`config.mk`:
```
export PLATFORM = sky130hd
export DESIGN_NAME = hazard_control
export DESIGN_NICKNAME = d
export VERILOG_FILES = /design/src/rtl/hazard_control.sv
export SDC_FILE = /design/constraint.sdc
export NUM_CORES = 1
export LEC_CHECK = 0
export ABC_AREA = 1
export ABC_CLOCK_PERIOD_IN_PS = 1500
export CELL_PAD_IN_SITES_DETAIL_PLACEMENT = 1
export CELL_PAD_IN_SITES_GLOBAL_PLACEMENT = 1
export CORE_ASPECT_RATIO = 1.4
export CORE_MARGIN = 1.5
export CORE_UTILIZATION = 21
export CTS_CLUSTER_DIAMETER = 100
export CTS_CLUSTER_SIZE = 8
export DETAILED_ROUTE_END_ITERATION = 6
export GPL_TIMING_DRIVEN = 0
export PLACE_DENSITY = 0.89
export SLEW_MARGIN = 40
export SYNTH_ARGS = -nofsm -noshare
export SYNTH_HDL_FRONTEND = slang
export SYNTH_SLANG_ARGS = --single-unit
```
`constraint.sdc`:
```
create_clock -name clock -period 1.5 [get_ports clock]
set_input_delay 0.225 -clock clock [delete_from_list [all_inputs] [get_ports clock]]
set_output_delay 0.225 -clock clock [all_outputs]
set_load 0.03 [all_outputs]
```
`src/rtl/hazard_control.sv`:
```
// Pipeline hazard control: load-use interlock, branch flush and data-cache miss stall FSM.
// Optional perf counters are built only when HAZARD_PERF_CNT_EN is defined.
module hazard_control (
  input  logic        clock,
  input  logic        reset,
  input  logic [4:0]  id_rs1,
  input  logic [4:0]  id_rs2,
  input  logic        id_uses_rs1,
  input  logic        id_uses_rs2,
  input  logic        ex_is_load,
  input  logic [4:0]  ex_rd,
  input  logic        ex_branch_taken,
  input  logic        mem_access_valid,
  input  logic        dcache_hit,
  input  logic        dcache_fill_done,
  output logic        takebranch,
  output logic        stall,
  output logic        load_use_stall,
  output logic        dcache_stall,
  output logic        miss_timeout,
  output logic [31:0] perf_load_use_cnt,
  output logic [31:0] perf_dcache_stall_cnt,
  output logic [31:0] perf_flush_cnt
);

  typedef enum logic [1:0] {IDLE, MISS_WAIT, RESUME} miss_state_t;

  miss_state_t state, state_next;
  logic [7:0]  wait_cnt;
  logic        miss_seen;
  logic        rd_match;

  always_comb begin
    state_next   = state;
    dcache_stall = 1'b0;
    miss_seen    = mem_access_valid & ~dcache_hit;
    case (state)
      IDLE: begin
        if (miss_seen) begin
          dcache_stall = 1'b1;
          state_next   = MISS_WAIT;
        end
      end
      MISS_WAIT: begin
        dcache_stall = 1'b1;
        if (dcache_fill_done) state_next = RESUME;
      end
      // One-cycle window where a fresh miss is deliberately not seen.
      RESUME:  state_next = IDLE;
      default: state_next = IDLE;
    endcase
    if (reset) dcache_stall = 1'b0;
  end

  always_ff @(posedge clock or posedge reset) begin
    if (reset) state <= IDLE;
    else       state <= state_next;
  end

  always_ff @(posedge clock or posedge reset) begin
    if (reset) begin
      wait_cnt     <= 8'd0;
      miss_timeout <= 1'b0;
    end else begin
      if (state == IDLE && state_next == MISS_WAIT)
        wait_cnt <= 8'd0;
      else if (state == MISS_WAIT && wait_cnt != 8'hFF)
        wait_cnt <= wait_cnt + 8'd1;
      // Set on the same edge the counter lands on 255; sticky until reset.
      if (state == MISS_WAIT && wait_cnt == 8'hFE)
        miss_timeout <= 1'b1;
    end
  end

  assign rd_match = (ex_rd != 5'd0) &&
                    ((id_uses_rs1 && id_rs1 == ex_rd) || (id_uses_rs2 && id_rs2 == ex_rd));

  assign takebranch     = ex_branch_taken & ~dcache_stall & ~reset;
  assign load_use_stall = ex_is_load & rd_match & ~dcache_stall & ~ex_branch_taken & ~reset;
  assign stall          = dcache_stall | load_use_stall;

`ifdef HAZARD_PERF_CNT_EN
  function automatic logic [31:0] sat_inc(input logic [31:0] v, input logic en);
    if (en && v != 32'hFFFF_FFFF) return v + 32'd1;
    return v;
  endfunction

  always_ff @(posedge clock or posedge reset) begin
    if (reset) begin
      perf_load_use_cnt     <= 32'd0;
      perf_dcache_stall_cnt <= 32'd0;
      perf_flush_cnt        <= 32'd0;
    end else begin
      perf_load_use_cnt     <= sat_inc(perf_load_use_cnt, load_use_stall);
      perf_dcache_stall_cnt <= sat_inc(perf_dcache_stall_cnt, dcache_stall);
      perf_flush_cnt        <= sat_inc(perf_flush_cnt, takebranch);
    end
  end
`else
  assign perf_load_use_cnt     = 32'd0;
  assign perf_dcache_stall_cnt = 32'd0;
  assign perf_flush_cnt        = 32'd0;
`endif

endmodule
```
==> flow_metrics.py <==
metrics = {
    "logic_synthesis": {
        "synthesis.yosys.warnings": 0,
        "synthesis.instances": 242,
        "post_synth_and_or_nand_nor_area_fraction_pct": 24.4,
        "synth_compound_area_share_pct": 2.96,
        "syn-mean-instance-area_um2": 6.64,
        "ys_ff_latch": 11,
        "synth_top_family_by_area": "buffers and inverters",
        "netlist-cell-type-count": 20,
        "post_synthesis_cell_area_um2": 1610,
        "synthMuxAreaShare_pct": 0,
        "yosys.area_share.xor_xnor_pct": 1.09,
        "synth-seq-area-share_pct": 17.1,
        "synth_adder_area_share_pct": 1.56,
    },
    "global_route": {
        "wire_length_of_the_first_global_routing_pass_mm": 6.22,
        "grt_pass1_vias": 1478,
        "gr_ovfl_total": 0,
        "grt.total_usage_pct": 9.65,
        "antenna_found_initial": 0,
        "grt_start_max_net_pins": 12,
    },
    "worst_setup_path": {
        "worst_setup_ep_type": "output pin",
        "timing_worst_setup_path_type": "input pin to output pin",
        "slowest_delay_ps": 420,
        "cell_by_cell_listing_of_the_critical_path": "clkdlybuf4s50_1, nor2_2, nand3_4, nand2_4, nand2_2, inv_2, nor2_2, buf_6",
        "setup.reg_to_reg.worst_slack_ps": 120,
        "worst_ep_required_time_ps": 1270,
        "reg_to_reg_end": "wait_cnt[1]$_DFFE_PP0P_",
        "ff2ff_path_depth": 9,
        "startpoint_type": "input pin",
        "r2r_start": "wait_cnt[1]$_DFFE_PP0P_",
        "critical_path_arrival_ps": 1260,
        "buffers_inverters_on_critical_path": 3,
        "crit_path_most_repeated_cell": "nor2_2",
        "worstPathMaxFanout": 2,
        "critPathSlowestCell": "clkdlybuf4s50_1",
        "crit_family": "buffers and inverters",
    },
    "finish": {
        "layout_commonest_cell": "buf_4",
        "final_layout_size_suffix_gt1_share_pct": 36.5,
        "net_count_reported_at_finish": 400,
        "layout-area-overhead-vs-synth_pct": 53.0,
        "antenna-diode-count": 0,
        "layout_common_cells": "102 x buf_4, 96 x conb_1, 49 x nand2_1",
        "finish.utilization_pct": 33.4,
        "fillers": 966,
    },
    "timing": {
        "max_freq_ghz": 0.673,
        "report.final.slew_viol_count": 0,
        "timing.final.setup_violations": 0,
        "post-route-period-util_pct": 99.0,
        "fin_skew_ps": 0.616,
        "fin_crit_ps": 1490,
        "final_hold_viol_count": 0,
        "unrepaired_setup_endpoints_after_global_routing": "yes",
        "timing.final.ws_setup_ps": 14.6,
    },
    "route": {
        "detail_route.iter0.violations": 3,
        "routed-via-count": 1569,
        "drt-vias-per-instance": 3.34,
        "number_of_antenna_violating_nets_in_the_routed_design": 0,
        "drc": 0,
        "routed_wire_length_per_instance_um": 8.69,
        "drt_pass1_iterations": 2,
        "totalWireLength_mm": 4.09,
    },
    "power": {
        "p_leak_nw": 1.56,
        "irDropWorstVdd_mv": 0.415,
        "power-per-cell-area_nw_per_um2": 649,
        "total_power_mw": 1.60,
    },
    "placement": {
        "port_buffers": 28,
        "pre_cts_ws_ps": -937,
        "gp_congestion": 0.754,
        "dp_hpwl_mm": 3.56,
    },
    "die": {
        "die_area_um2": 8190,
        "dieHeight_um": 106,
        "die_width_um": 76.9,
        "initial_core_util_pct": 21.8,
        "io_pins": 125,
        "fp.coreArea_um2": 7360,
        "rows": 37,
    },
    "run": {
        "max-cap-violations": 0,
    },
    "outcome": {
        "run_status": "complete, no violations",
    },
    "clock_tree": {
        "clock_buffer_depth": 2,
        "clk-insertion-delay-late_ps": 250,
        "clk_pin_slew_ps": 50,
        "htreeDepth": 1,
        "number_of_clock_buffers_inserted_by_tritoncts": 3,
        "cts-root-buf": "clkbuf_8",
        "clock_sinks": 11,
        "tritoncts": "built",
    },
    "worst_hold_path": {
        "hold_path_class": "input pin to async pin",
    },
}
-- cells by family after synthesis --
logic type / count (synthesis)
buffers and inverters: 128
and+or+nand+nor: 90
DFF: 11
AOI/OAI and AO/OA: 8
xor gates and xnor gates: 2
adders and majority gates: 2
other: 1
-- power by group --
part / switching, mW / internal [mW]
Sequential: 0.0394 / 0.343
Clock: 0.125 / 0.188
Combinational: 0.581 / 0.320
-- per-layer routing --
metal	track usage, %	part of all wire (%)	vias up
met5	0	0	-
met4	5.29	2.4	0
met3	1.80	8.7	7
met2	20.0	57	88
met1	8.31	31	678
li1	-	-	796
-- worst max path at each step --
stage,end,cells past startpoint,start
final,load_use_stall,8,dcache_hit
after global routing,load_use_stall,8,state[0]$_DFF_PP0_
after CTS,load_use_stall,10,ex_rd[3]
after detailed placement,stall,7,reset
after global placement,stall,7,reset
after floorplan,load_use_stall,6,state[1]$_DFF_PP0_
-- sequential cells by signal, indices dropped and copies added (netlist names) --
register / flops
miss_timeout: 1
wait_cnt: 8
state: 2
-- per-stage QoR --
step / setup TNS, ps / hold WS, ps / instance area, um2 / std cells
after CTS: 0 / 205 / 2460 / 469
final: 0 / 211 / 2460 / 470
after global routing: -99.3 / 229 / 2460 / 470
after detailed placement: -3480 / 466 / 2370 / 462
after global placement: -3130 / 481 / 2370 / 462
after floorplan: 0 / 93.9 / 1970 / 337
-- what timing repair did --
item                                    CTS  global route
gates resized for setup                  67             9
endpoints found under the setup margin    5            11
hold buffers                              0             0
gates cloned                              0             0
setup buffers                             3             1
pin swaps                                17             3
-- layout make-up --
cell class                      count  area, um2  share of cell area, %
Multi-Input combinational cell    198        890                   36.2
Tap cell                           97        121                   4.94
Inverter                           32        129                   5.24
Buffer                             96        721                   29.3
Clock buffer                        4       45.0                   1.83
Sequential cell                    11        275                   11.2
Timing Repair Buffer               32        277                   11.3
-- synth_stat cells --
| cell type | count | area share [%] |
|---|---|---|
| nor2_1 | 19 | 4.4 |
| nor2_4 | 1 | 0.70 |
| dfrtp_1 | 11 | 17 |
| nand3_1 | 6 | 1.9 |
| o21ai_1 | 2 | 0.62 |
| nand2_4 | 2 | 1.4 |
| nand4_1 | 3 | 1.2 |
| buf_4 | 96 | 45 |
| nand2_1 | 52 | 12 |
| conb_1 | 1 | 0.23 |
| ha_1 | 2 | 1.6 |
| xnor2_1 | 2 | 1.1 |
| inv_1 | 31 | 7.2 |
| o21bai_1 | 1 | 0.47 |
| a41o_1 | 1 | 0.62 |
| nor3_1 | 4 | 1.2 |
| nand2_2 | 2 | 0.78 |
| nand3_2 | 1 | 0.62 |
| clkinv_4 | 1 | 0.55 |
| o21ai_0 | 4 | 1.2 |
-- tightest hold or removal path, cell delays in order --
cell           delay (ps)
dlygate4sd2_1         280
clkinvlp_4            100
buf_4                 210
No activity file was read; power rests on OpenSTA's default activity.
